File: src/rtl/clkdiv_pkg.sv
// rtl/clkdiv_pkg.sv - shared types, defaults and helpers for divided-clock checkers
//
// Contents:
//   DEF_DIV, DEF_CNT_W, DEF_LOCK_CYCLES  default parameter values
//   state_t                              monitor FSM state encoding
//   stall_limit()                        cycles without a rise that count as a stall
package clkdiv_pkg;

  localparam int DEF_DIV         = 4;
  localparam int DEF_CNT_W       = 8;
  localparam int DEF_LOCK_CYCLES = 4;

  typedef enum logic [1:0] {
    ST_IDLE    = 2'd0,
    ST_SEARCH  = 2'd1,
    ST_MEASURE = 2'd2,
    ST_LOCKED  = 2'd3
  } state_t;

  // A healthy divided clock rises every DIV cycles; twice that with no rise
  // means the divider has stopped.
  function automatic int stall_limit(input int div);
    return 2 * div;
  endfunction

endpackage

File: src/rtl/clkdiv_edge_det.sv
// rtl/clkdiv_edge_det.sv - single-register rise/fall detector for a clk-domain signal
//
// Ports:
//   clk   in   reference clock, posedge
//   rst_  in   asynchronous active-low reset
//   sig   in   signal to watch, already in the clk domain
//   rise  out  sig is 1 now and was 0 on the previous edge (combinational)
//   fall  out  sig is 0 now and was 1 on the previous edge (combinational)
module clkdiv_edge_det (
  input  logic clk,
  input  logic rst_,
  input  logic sig,
  output logic rise,
  output logic fall
);

  logic prev;

  always_ff @(posedge clk or negedge rst_) begin
    if (!rst_) begin
      prev <= 1'b0;
    end else begin
      prev <= sig;
    end
  end

  // Combinational so the consumer acts on the same edge that samples the change.
  assign rise = sig & ~prev;
  assign fall = ~sig & prev;

endmodule

File: src/rtl/clkdiv_monitor.sv
// rtl/clkdiv_monitor.sv - period/high-time checker with lock and error reporting for a divided clock
//
// Parameters:
//   DIV          expected division ratio (even, >= 2)
//   CNT_W        measurement counter width (2^CNT_W-1 >= 2*DIV)
//   LOCK_CYCLES  consecutive good periods needed to lock
//
// Ports:
//   clk         in   fast reference clock, posedge
//   rst_        in   asynchronous active-low reset
//   clk_in      in   divided clock under test, generated in the clk domain
//   en          in   monitor enable; 0 holds the monitor idle
//   err_clr     in   clears err_sticky (a same-cycle error wins)
//   locked      out  high while locked
//   err_pulse   out  one-cycle pulse per detected error
//   err_sticky  out  latched error flag
//   period      out  last measured period in clk cycles
//   high_time   out  last measured high time in clk cycles
module clkdiv_monitor
  import clkdiv_pkg::*;
#(
  parameter int DIV         = DEF_DIV,
  parameter int CNT_W       = DEF_CNT_W,
  parameter int LOCK_CYCLES = DEF_LOCK_CYCLES
) (
  input  logic             clk,
  input  logic             rst_,
  input  logic             clk_in,
  input  logic             en,
  input  logic             err_clr,
  output logic             locked,
  output logic             err_pulse,
  output logic             err_sticky,
  output logic [CNT_W-1:0] period,
  output logic [CNT_W-1:0] high_time
);

  localparam int GOOD_W = $clog2(LOCK_CYCLES + 1);

  localparam logic [CNT_W-1:0]  CNT_ONE   = CNT_W'(1);
  localparam logic [CNT_W-1:0]  CNT_MAX   = '1;
  localparam logic [CNT_W-1:0]  DIV_V     = CNT_W'(DIV);
  localparam logic [CNT_W-1:0]  HALF_V    = CNT_W'(DIV / 2);
  // cnt is compared one below the limit so the error lands on the edge
  // where cnt becomes 2*DIV.
  localparam logic [CNT_W-1:0]  STALL_PRE = CNT_W'(stall_limit(DIV) - 1);
  localparam logic [GOOD_W-1:0] GOOD_ONE  = GOOD_W'(1);
  localparam logic [GOOD_W-1:0] GOOD_LOCK = GOOD_W'(LOCK_CYCLES);

  logic              rise;
  logic              fall;
  logic [CNT_W-1:0]  cnt;
  logic [CNT_W-1:0]  hcnt;
  logic [CNT_W-1:0]  meas;
  logic              good_period;
  logic              stall;
  logic [GOOD_W-1:0] good;
  logic [GOOD_W-1:0] good_inc;
  logic [GOOD_W-1:0] good_next;
  logic              err;
  state_t            state;
  state_t            state_next;

  clkdiv_edge_det u_edge (
    .clk  (clk),
    .rst_ (rst_),
    .sig  (clk_in),
    .rise (rise),
    .fall (fall)
  );

  // ---------------------------------------------------------------------------
  // Measurement
  // ---------------------------------------------------------------------------

  // Period ending at this rise; pinned at CNT_MAX once cnt has saturated so a
  // stuck input can never alias onto a valid period.
  assign meas        = (cnt == CNT_MAX) ? CNT_MAX : cnt + CNT_ONE;
  // high_time still holds the high phase of the period that is ending here.
  assign good_period = (meas == DIV_V) && (high_time == HALF_V);
  // A rise on the limit edge is judged as a (bad) period instead.
  assign stall       = ~rise && (cnt == STALL_PRE);

  always_ff @(posedge clk or negedge rst_) begin
    if (!rst_) begin
      cnt       <= '0;
      hcnt      <= '0;
      period    <= '0;
      high_time <= '0;
    end else begin
      if (rise) begin
        cnt    <= '0;
        hcnt   <= CNT_ONE;
        period <= meas;
      end else begin
        if (cnt != CNT_MAX) begin
          cnt <= cnt + CNT_ONE;
        end
        if (clk_in && (hcnt != CNT_MAX)) begin
          hcnt <= hcnt + CNT_ONE;
        end
      end
      if (fall) begin
        high_time <= hcnt;
      end
    end
  end

  // ---------------------------------------------------------------------------
  // Lock FSM
  // ---------------------------------------------------------------------------

  assign good_inc = good + GOOD_ONE;

  always_comb begin
    state_next = state;
    good_next  = good;
    err        = 1'b0;

    if (!en) begin
      state_next = ST_IDLE;
      good_next  = '0;
    end else begin
      unique case (state)
        ST_IDLE: begin
          state_next = ST_SEARCH;
          good_next  = '0;
        end

        // The first rise only aligns the counters; the period before it is
        // unknown and must not be judged.
        ST_SEARCH: begin
          if (rise) begin
            state_next = ST_MEASURE;
            good_next  = '0;
          end
        end

        ST_MEASURE: begin
          if (rise) begin
            if (good_period) begin
              if (good_inc == GOOD_LOCK) begin
                state_next = ST_LOCKED;
                good_next  = '0;
              end else begin
                good_next = good_inc;
              end
            end else begin
              err       = 1'b1;
              good_next = '0;
            end
          end else if (stall) begin
            err        = 1'b1;
            good_next  = '0;
            state_next = ST_SEARCH;
          end
        end

        ST_LOCKED: begin
          if (rise) begin
            if (!good_period) begin
              err        = 1'b1;
              good_next  = '0;
              state_next = ST_MEASURE;
            end
          end else if (stall) begin
            err        = 1'b1;
            good_next  = '0;
            state_next = ST_SEARCH;
          end
        end

        default: begin
          state_next = ST_IDLE;
          good_next  = '0;
        end
      endcase
    end
  end

  always_ff @(posedge clk or negedge rst_) begin
    if (!rst_) begin
      state      <= ST_IDLE;
      good       <= '0;
      locked     <= 1'b0;
      err_pulse  <= 1'b0;
      err_sticky <= 1'b0;
    end else begin
      state      <= state_next;
      good       <= good_next;
      locked     <= (state_next == ST_LOCKED);
      err_pulse  <= err;
      // A new error outranks a simultaneous clear.
      err_sticky <= err | (err_sticky & ~err_clr);
    end
  end

endmodule
File: config.mk
export PLATFORM = sky130hd
export DESIGN_NAME = clkdiv_monitor
export DESIGN_NICKNAME = d
export VERILOG_FILES = /design/src/rtl/clkdiv_pkg.sv /design/src/rtl/clkdiv_edge_det.sv /design/src/rtl/clkdiv_monitor.sv
export SDC_FILE = /design/constraint.sdc
export NUM_CORES = 1
export LEC_CHECK = 0
export CAP_MARGIN = 10
export CORE_MARGIN = 2
export CORE_UTILIZATION = 40
export CTS_CLUSTER_DIAMETER = 200
export CTS_CLUSTER_SIZE = 24
export DETAILED_ROUTE_END_ITERATION = 12
export HOLD_SLACK_MARGIN = 0.05
export PLACE_DENSITY = 0.6
export REMOVE_ABC_BUFFERS = 1
export SLEW_MARGIN = 10
export SYNTH_ARGS = -nofsm -noshare
export SYNTH_HDL_FRONTEND = slang
export SYNTH_HIERARCHICAL = 1
export SYNTH_SLANG_ARGS = --single-unit
File: constraint.sdc
create_clock -name clk -period 2 [get_ports clk]
set_input_delay 0.2 -clock clk [delete_from_list [all_inputs] [get_ports clk]]
set_output_delay 0.2 -clock clk [all_outputs]
set_load 0.05 [all_outputs]
==> flow_metrics.tcl, run 1 <==
set metrics [dict create \
    htreeDepth 2 \
    cts_sinks 41 \
    fmax_mhz 538 \
    clock-root-buffer "clkbuf_8" \
    finalMaxSlewViolations 0 \
    end_kind "register" \
    p_leak_nw 1.07 \
    yosysMostFrequentCell "dfrtp_1" \
    synth_area_leader_cell "dfrtp_1" \
    finalSetupViolations 0 \
    syn-cell-area_mm2 0.00196 \
    wire_per_inst_um 14.0 \
    synthArstFlopShare_pct 100 \
    switching_power_uw 917 \
    reg2reg_to "good[2]" \
    r2r_cells 6 \
    die_area_mm2 0.00549 \
    rsz0062_at_grt "false" \
    p_int_mw 1.51 \
    start_kind "register" \
    cap_viol_max_count 0 \
    worstPathRequired_ns 2.22 \
    post-synth-top-area-fraction_pct 52.2 \
    clkPwrFrac_pct 23.7 \
    drc 0 \
    seq_power_share_pct 44.4 \
    switching_share_pct 37.8 \
    drt_first_pass_iters 4 \
    clk_latency_ns 0.30 \
    synthTopCellsByCount "41 x dfrtp_1, 25 x nor2_1, 13 x nand2_1" \
    synth_edf_count 0 \
    worst_pin_slew_ns 0.504 \
    cp.arrival_ns 2.08 \
    row_count 25 \
    io_buffers 23 \
    fin_crit_sh_pct 92.9 \
    ys_top_cells_by_area "dfrtp_1 52%, mux2_2 6.3%, nor2_1 4.8%" \
    r2r_setup_slack_ns 0.14 \
    rr_startpoint "cnt[0]" \
    ys_warn_count 6 \
    grt-ovfl-total 0 \
    powerDensity_mw_per_mm2 995 \
    fp.dieH_um 74.1 \
    layout_min_cycle_time_ns 1.86 \
    place.gp.congestion 0.798 \
    drive_gt1_share_pct 17.9 \
    antenna_found_initial 0 \
    start_util_pct 41.6 \
    setup_ws_ns 0.142 \
    synth_seq_area_share_pct 52.2 \
    post-place-ws_ns 0.00170 \
    cts_tree "built" \
    path_clk_slew_ns 0.09 \
    outcome "completed" \
    grt_usage_pct 17.5 \
    grt_pass1_wl_um 7260 \
    grt_max_degree 24 \
    coreArea_mm2 0.00472 \
    wl_um 4050 \
    die_w_um 74.1 \
    routed-via-count 1500 \
    detail-route-antenna-nets 0 \
    ir_drop_v 0.000778 \
    path_max_fanout 3 \
    hold_violations 0 \
    dp_hpwl_um 2970 \
    top_level_ports 24 \
    synth-seq-cells 41 \
    timing.slew.headroom_pct 66.3 \
    area_growth_pct 24.0 \
    cts_buffers 5 \
    antenna-diode-count 0 \
    drt-initial-drc-count 56 \
    ys.flop_type "dfrtp_1" \
    fin_setup_tns_ns 0 \
    nets 232 \
    vias_per_cell 5.17 \
    pwr-share-comb_pct 31.8 \
    synth_cells 187 \
    fin_skew_ns 0.00991 \
    grt_pass1_vias 1526 \
    ys_types 41 \
    hp-class "in -> async" \
    clock_path_buffers 2 \
    path_class "reg -> reg" \
    avgSynthCellArea_um2 10.5 \
]
## flip-flops by register name, indices dropped and copies added, names as in the netlist
name,count
cnt,8
err_pulse,1
err_sticky,1
good,3
hcnt,8
high_time,8
locked,1
period,8
state,2
u_edge/prev,1
## worst max-delay path by stage
stage / startpoint / endpoint / cells past startpoint
floorplan: u_edge/prev / locked / 6
CTS: cnt[0] / good[2] / 6
detailed placement: cnt[0] / good[2] / 6
global placement: cnt[0] / good[2] / 6
global route: cnt[0] / good[2] / 6
finish: cnt[0] / good[2] / 6
## through the flow
stage / power (mW) / cell area (um2) / hold WS, ns / util (%) / std cells
after CTS: 2.45 / 2430 / 0.315 / 51.4 / 290
after global placement: 1.84 / 2330 / 0.0971 / 49.2 / 281
final: 2.42 / 2440 / 0.307 / 51.6 / 290
after detailed placement: 1.86 / 2330 / 0.108 / 49.2 / 281
after floorplan: 1.57 / 1930 / -0.0956 / - / 180
after global routing: 2.58 / 2440 / 0.322 / 51.6 / 290
## metal layers
| metal | vias up | part of all wire (%) | GRT usage, % |
|---|---|---|---|
| met5 | - | 0 | 0 |
| met4 | 0 | 1.5 | 6.06 |
| met3 | 7 | 4.2 | 4.34 |
| met2 | 40 | 50 | 28.3 |
| met1 | 731 | 44 | 22.9 |
| li1 | 722 | - | - |
## cells in the final DEF (no fill, tap or decap), types with 3 or more instances in the layout
cell / netlist / layout
nor2_1: 25 / 25
a31oi_1: 3 / 3
xnor2_1: 5 / 5
nand3_1: 7 / 7
o21ai_0: 3 / 3
buf_4: 1 / 11
mux2i_1: 6 / 6
a21oi_1: 10 / 10
inv_1: 8 / 8
dfrtp_1: 41 / 41
o21ai_1: 3 / 3
xor2_1: 3 / 3
clkbuf_8: 0 / 5
nand2_1: 13 / 13
clkdlybuf4s50_1: 0 / 22
mux2_2: 11 / 11
ha_1: 5 / 5
nor3_1: 8 / 8
## worst max-delay path, stage by stage (launching register included)
cell and delay [ns]:
dfrtp_1 0.39, ha_1 0.32, nor4_2 0.15, nand4b_1 0.18
nor4_4 0.34, nand4b_1 0.22, o21ai_1 0.18
## kinds of logic after synthesis
| logic type | synth area share (%) |
|---|---|
| simple gates | 20.1 |
| flops | 52.2 |
| compound gates | 8.41 |
| mux | 9.36 |
| buf+inv | 3.19 |
| xor+xnor | 3.57 |
| fa+ha+maj | 3.18 |
## layout make-up
cell class / instances / area (um2)
Multi-Input combinational cell: 131 / 885
Clock inverter: 3 / 25.0
Sequential cell: 41 / 1030
Inverter: 8 / 30.0
Fill cell: 422 / 2290
Clock buffer: 5 / 68.8
Timing Repair Buffer: 35 / 318
Tap cell: 67 / 83.8
## what timing repair did
item,in CTS,in global routing
hold buffers,1,0
pin swaps,3,5
endpoints found under the setup margin,3,3
hold endpoints to repair,12,0
buffers inserted,0,0
gates resized for setup,0,1
## power groups by stage
stage | Combinational [mW] | Sequential (mW) | Clock, mW
detailed placement | 0.769 | 1.10 | 0
global route | 0.845 | 1.10 | 0.636
finish | 0.771 | 1.08 | 0.576
CTS | 0.778 | 1.08 | 0.597
floorplan | 0.282 | 1.29 | 0
global placement | 0.759 | 1.08 | 0
No activity file was read; power rests on OpenSTA's default activity.
==> inputs of run 2 (changes only) <==
--- a/config.mk
+++ b/config.mk
@@ -14,7 +14,7 @@
 export HOLD_SLACK_MARGIN = 0.05
 export PLACE_DENSITY = 0.6
 export REMOVE_ABC_BUFFERS = 1
-export SLEW_MARGIN = 10
+export SLEW_MARGIN = 15
 export SYNTH_ARGS = -nofsm -noshare
 export SYNTH_HDL_FRONTEND = slang
 export SYNTH_HIERARCHICAL = 1
==> results of run 2 <==
Same layout as run 1: the final DEF is identical, and so are final timing and power.
==> inputs of run 3 (changes only) <==
--- a/config.mk
+++ b/config.mk
@@ -5,7 +5,6 @@
 export SDC_FILE = /design/constraint.sdc
 export NUM_CORES = 1
 export LEC_CHECK = 0
-export CAP_MARGIN = 10
 export CORE_MARGIN = 2
 export CORE_UTILIZATION = 40
 export CTS_CLUSTER_DIAMETER = 200
==> constraint.sdc (replaced) <==
create_clock -name clk -period 2 [get_ports clk]
set_input_delay 0.2 -clock clk [delete_from_list [all_inputs] [get_ports clk]]
set_output_delay 0.2 -clock clk [all_outputs]
set_load 0.005 [all_outputs]
==> results of run 3 <==
Same layout as run 1 (identical final DEF). Status: completed.
Among the figures that moved: total power 2.42 mW -> 2.21 mW; worst IR drop on VDD 0.000778 V -> 0.000640 V
==> RTL change 1 (config.mk and constraints of run 2) <==
Register the output `high_time` once more, with the module's reset; this adds one clock of latency there. The other outputs are not delayed to match. Comments in the files are not updated.
--- a/src/rtl/clkdiv_monitor.sv
+++ b/src/rtl/clkdiv_monitor.sv
@@ -48,4 +48,6 @@
   localparam logic [GOOD_W-1:0] GOOD_LOCK = GOOD_W'(LOCK_CYCLES);
 
+  logic [CNT_W-1:0] high_time_s0;
+
   logic              rise;
   logic              fall;
@@ -78,5 +80,5 @@
   assign meas        = (cnt == CNT_MAX) ? CNT_MAX : cnt + CNT_ONE;
   // high_time still holds the high phase of the period that is ending here.
-  assign good_period = (meas == DIV_V) && (high_time == HALF_V);
+  assign good_period = (meas == DIV_V) && (high_time_s0 == HALF_V);
   // A rise on the limit edge is judged as a (bad) period instead.
   assign stall       = ~rise && (cnt == STALL_PRE);
@@ -87,5 +89,5 @@
       hcnt      <= '0;
       period    <= '0;
-      high_time <= '0;
+      high_time_s0 <= '0;
     end else begin
       if (rise) begin
@@ -102,5 +104,5 @@
       end
       if (fall) begin
-        high_time <= hcnt;
+        high_time_s0 <= hcnt;
       end
     end
@@ -196,3 +198,11 @@
   end
 
+  always_ff @(posedge clk or negedge rst_) begin
+    if (!rst_) begin
+      high_time <= '0;
+    end else begin
+      high_time <= high_time_s0;
+    end
+  end
+
 endmodule
Function: changed (Yosys sat finds a counterexample within 4 cycles, from zero or initial values and one cycle with rst_ low).
==> RTL change 1 against run 2 <==
The flow now finishes with violations (setup timing); sequential cell count rose by 8; area after synthesis grew 13%; final area increased by 15%; final cell count increased by 8.3%; synthesized cell count rose by 4.3%; die area increased by 12%; hold slack better by 0.10 ns; setup slack got worse by 0.35 ns; power grew 13%; critical path type unchanged; core utilization rose by 0.23 points; clock power up 1%; critical path depth unchanged; wire length grew 4.7%; non-clock buffer count increased by 11.
==> RTL change 1: results (changes against run 2) <==
[global_route]
met2_usage_pct=23.5  ; was 28.3%
grt_pass1_vias=1477  ; was 1526
met3_usage_pct=3.79  ; was 4.34%
grt_max_degree=36  ; was 24
met1_usage_pct=21.5  ; was 22.9%
grt_pass1_wl_um=7360  ; was 7260 um
grt.total_usage_pct=15.5  ; was 17.5%

[pwr]
seq_power_share_pct=45.8  ; was 44.4%
clock_net_power_uw=583  ; was 576 uW
ir_worst_vdd_mv=0.416  ; was 0.778 mV
powerDensity_nw_per_um2=976  ; was 995 nW/um^2
p_leak_uw=0.00126  ; was 0.00107 uW
switchingPower_uw=954  ; was 917 uW

[timing]
slew_headroom_pct=62.7  ; was 66.3%
setup_ws_ns=-0.210  ; was 0.142 ns
skew_ns=0.00568  ; was 0.00991 ns
setup_viol=6  ; was 0
tns_ns=-1.16  ; was 0 ns

[run_status]
status=complete, but fails checks  ; was completed
violations=setup timing

[placement]
place_area_sq_um=2650  ; was 2330 sq um
dp_hpwl_um=3060  ; was 2970 um
place_ws_ns=-0.254  ; was 0.00170 ns
numPlacedInstances=303  ; was 281

[finish]
drive_gt1_share_pct=22.3  ; was 17.9%
fill_cells=499  ; was 422
final_nets=251  ; was 232
design_area_sq_um=2800  ; was 2440 sq um

[detailed_routing]
wl_per_cell_um=13.5  ; was 14.0 um
wl_met1_um=2160  ; was 1800 um
wl_met2_um=1890  ; was 2030 um
wl_met3_um=133  ; was 170 um
drt-total-wl_um=4240  ; was 4050 um
avgViaCountPerCell=4.94  ; was 5.17

[synthesis]
ys_types=43  ; was 41
synth_common_cells=dfrtp_1, nor2_1, a21oi_1, mux2_2, inv_1  ; was dfrtp_1, nor2_1, nand2_1
synth-async-reset-ratio_pct=100  ; unchanged
synthTopCellsByArea=dfrtp_1, mux2_2, nor2_1  ; unchanged
yosysSeqAreaShare_pct=55.5  ; was 52.2%
syn_avg_cell_area_sq_um=11.3  ; was 10.5 sq um

[critical_path]
slowest_stage=or4b_4  ; was dfrtp_1
critPathMaxStageDelay_ns=0.55  ; was 0.39 ns

## RTL change 1: cell count changes after synthesis, moves of 3 or more
cell | run 2 | this run
a22o_1 | 0 | 3
and3_1 | 0 | 4
dfrtp_1 | 41 | 49
nand2_1 | 13 | 8
nor2_1 | 25 | 28
nor2b_1 | 2 | 5
xor2_1 | 3 | 6
## RTL change 1: repair_timing
action | CTS | global route
gates cloned | 0 | 0
pin swaps | 4 | 3
resized for setup | 2 | 4
buffers inserted | 1 | 1
hold endpoints to repair | 23 | 0
setup endpoints to repair | 5 | 6
hold buffers | 1 | 0
## RTL change 1: final cells by class
type / instances / area share [%]
Timing Repair Buffer: 46 / 14.9
Inverter: 9 / 1.21
Multi-Input combinational cell: 130 / 33.7
Tap cell: 72 / 3.22
Sequential cell: 49 / 43.8
Clock buffer: 5 / 2.46
Clock inverter: 3 / 0.760
## RTL change 1: kinds of logic after synthesis
group	count (synthesis)	synth area share, %
simple gates	72	18.1
fa+ha+maj	5	2.83
xor+xnor	10	3.96
buf+inv	16	3.23
flops	49	55.5
mux	14	6.90
compound gates	29	9.51
## RTL change 1: how the worst min path moves through the flow
stage               startpoint               endpoint  slack, ns  depth (start not counted)
global route            clk_in  u_edge/prev$_DFF_PN0_       0.45                          1
floorplan                 rst_     cnt[0]$_DFFE_PN0P_       -0.1                          0
CTS                       rst_  period[7]$_DFFE_PN0P_       0.43                          2
detailed placement        rst_  period[7]$_DFFE_PN0P_       0.23                          1
global placement          rst_  period[7]$_DFFE_PN0P_       0.23                          1
finish                    rst_  period[7]$_DFFE_PN0P_       0.41                          2
## RTL change 1: worst register-to-register path, cell delays in order (launching register included)
cell and delay, ns:
dfrtp_1 0.39, ha_1 0.31, or4b_4 0.55, nor4b_4 0.24, o2111ai_2 0.20, nor4b_4 0.29, a22o_1 0.17
==> RTL change 2 (settings of run 2) <==
Made on the original files. Change the package constant `DEF_LOCK_CYCLES` from 4 to 8.
--- a/src/rtl/clkdiv_pkg.sv
+++ b/src/rtl/clkdiv_pkg.sv
@@ -9,5 +9,5 @@
   localparam int DEF_DIV         = 4;
   localparam int DEF_CNT_W       = 8;
-  localparam int DEF_LOCK_CYCLES = 4;
+  localparam int DEF_LOCK_CYCLES = 8;
 
   typedef enum logic [1:0] {
Behaviour: same outputs for any inputs over 10 cycles, from zero or initial values and one cycle with rst_ low; that may be too few to reach the edited logic, so the function may still have changed.
==> RTL change 2 against run 2 <==
Critical path depth fell by 1; count of clock-buffer cells in the layout rose by 1; synthesized cell count increased by 9.1%; sequential cell count up 1; clock skew decreased by 0.00071 ns; final area increased by 8.9%; via count is 8.3% higher; global-route usage shrank 1.5 points; first-iteration DRC count rose by 110%; power up 2.3%; wire length increased by 4.4%; area after synthesis increased by 6.2%; setup slack got worse by 0.057 ns; critical path type unchanged; highest routed layer unchanged.
==> RTL change 2: results (changes against run 2) <==
[synthesis]
synthMuxAreaShare_pct=6.90  ; was 9.36%
ys_types=44  ; was 41
synth_xor_xnor_area_share_pct=4.20  ; was 3.57%
synth_compound_area_share_pct=13.7  ; was 8.41%
yosysSeqAreaShare_pct=50.4  ; was 52.2%
synth_common_cells=dfrtp_1, nor2_1, nand2_1  ; unchanged
synth-async-reset-ratio_pct=100  ; unchanged
synthAdderAreaFrac_pct=1.80  ; was 3.18%
yosys_warnings=6  ; unchanged
ys.flop_type=dfrtp_1  ; unchanged
synthTopCellsByArea=dfrtp_1, mux2_2, nor2_1  ; unchanged

[clock_network]
cts_root_buffer=clkbuf_8  ; unchanged
clock_path_buffers=2  ; unchanged
cts_buffers=5  ; unchanged
insertion_delay_ns=0.30  ; about the same
h-tree-depth=2  ; unchanged
cts.clk_slew.worst_paths_ns=0.08

[timing]
finalHoldViolCount=0  ; unchanged
slew_headroom_pct=61.7  ; was 66.3%
skew_ns=0.00920  ; was 0.00991 ns

[finish]
diodes=0  ; unchanged
fill_cells=495  ; was 422
final_nets=251  ; was 232
drive_gt1_share_pct=18.9  ; was 17.9%

[detailed_routing]
wl_per_cell_um=13.5  ; was 14.0 um
avgViaCountPerCell=5.17  ; about the same
drt_iter0_markers=120  ; was 56
dr.pass1.iters=4  ; unchanged

[critical_path]
r2r_cells=5  ; was 6
crit_path_start=high_time[3]$_DFFE_PN0P_  ; was cnt[0]$_DFFE_PN0P_
arrival_ns=2.14  ; was 2.08 ns
critical_path.max_fanout=5  ; was 3

[global_route]
grt_pass1_wl_um=7440  ; was 7260 um
grt_max_degree=43  ; was 24
grt.total_usage_pct=15.9  ; was 17.5%
grt_pass1_vias=1650  ; was 1526
antenna_found_initial=0  ; unchanged

[pwr]
p_leak_uw=0.00112  ; was 0.00107 uW
intPower_uw=1640  ; was 1510 uW
ir_worst_vdd_mv=0.670  ; was 0.778 mV

[placement]
dp_hpwl_um=3060  ; was 2970 um
portBuffers=23  ; unchanged
place_congestion=0.826  ; was 0.798

[run_status]
status=completed  ; unchanged

[min_path]
hp-class=in2async  ; unchanged

[RTL change 2: cell types whose count changed after synthesis, sizes merged, moves of 3 or more]
cell,before,now
mux2i,6,2
buf,5,1
inv,8,5
xor2,3,6
clkbuf,2,7
o21a,0,3
nand2,13,18
a31oi,3,6
[RTL change 2: logic make-up (layout without fill, tap and decap cells)]
kind of cell | count (synthesis) | in the layout
compound gates | 38 | 38
flops | 42 | 42
fa+ha+maj | 3 | 3
xor+xnor | 10 | 10
buf+inv | 13 | 53
mux | 13 | 13
simple gates | 85 | 85
[RTL change 2: path summary, 6_finish.rpt]
kind	end	slack, ns
setup / recovery	state[0]$_DFF_PN0_	0.08
hold / removal	good[3]$_DFFE_PN0P_	0.40
setup reg to reg	state[0]$_DFF_PN0_	0.08
hold reg to reg	period[5]$_DFFE_PN0P_	0.51
max in group asynchronous	cnt[4]$_DFFE_PN0P_	1.40
min in group clk	period[5]$_DFFE_PN0P_	0.51
[RTL change 2: worst max-delay path, cell delays in order (launching register included)]
cell and delay [ns]:
dfrtp_1 0.40, nor4b_1 0.46, and4_1 0.32, o211ai_4 0.10
or4_1 0.41, a21oi_1 0.14
[RTL change 2: timing repair]
item / in CTS / in global routing
hold buffers: 1 / 0
endpoints found under the setup margin: 5 / 7
cloned: 0 / 0
resized for setup: 1 / 5
pin swaps: 1 / 4
buffers inserted: 0 / 1
endpoints found under the hold margin: 42 / 0
[RTL change 2: power groups by stage]
stage	clock, uW	combinational, uW	sequential [uW]
floorplan	0	245	1280
global placement	0	718	1080
detailed placement	0	724	1090
CTS	692	729	1070
global route	715	804	1100
finish	663	737	1080
[RTL change 2: layout make-up]
type                    count  area share (%)
clock inverters             2            1.41
repair buffers             40            13.9
inverters                   5           0.707
well taps                  70            3.30
flip-flops and latches     42            39.6
multi-input cells         149            38.4
clock buffers               6            2.73
[RTL change 2: per-stage QoR]
step	util (%)	instances	worst slack [ns]	power, uW	instance area (sq um)
after CTS	51.5	313	-0.000627	2490	2620
after detailed placement	49.0	304	-0.0454	1810	2490
after global routing	52.3	314	0.0148	2620	2650
after global placement	49.0	304	0.0309	1800	2490
final	52.3	314	0.0849	2480	2650
after floorplan	-	196	-0.537	1520	2050
[RTL change 2: routing by layer]
layer	GRT usage (%)	part of all wire, %	up-vias
li1	-	-	803
met4	8.55	2.1	0
met3	3.44	4.6	9
met5	0	0	-
met2	24.8	45	36
met1	20.9	48	776
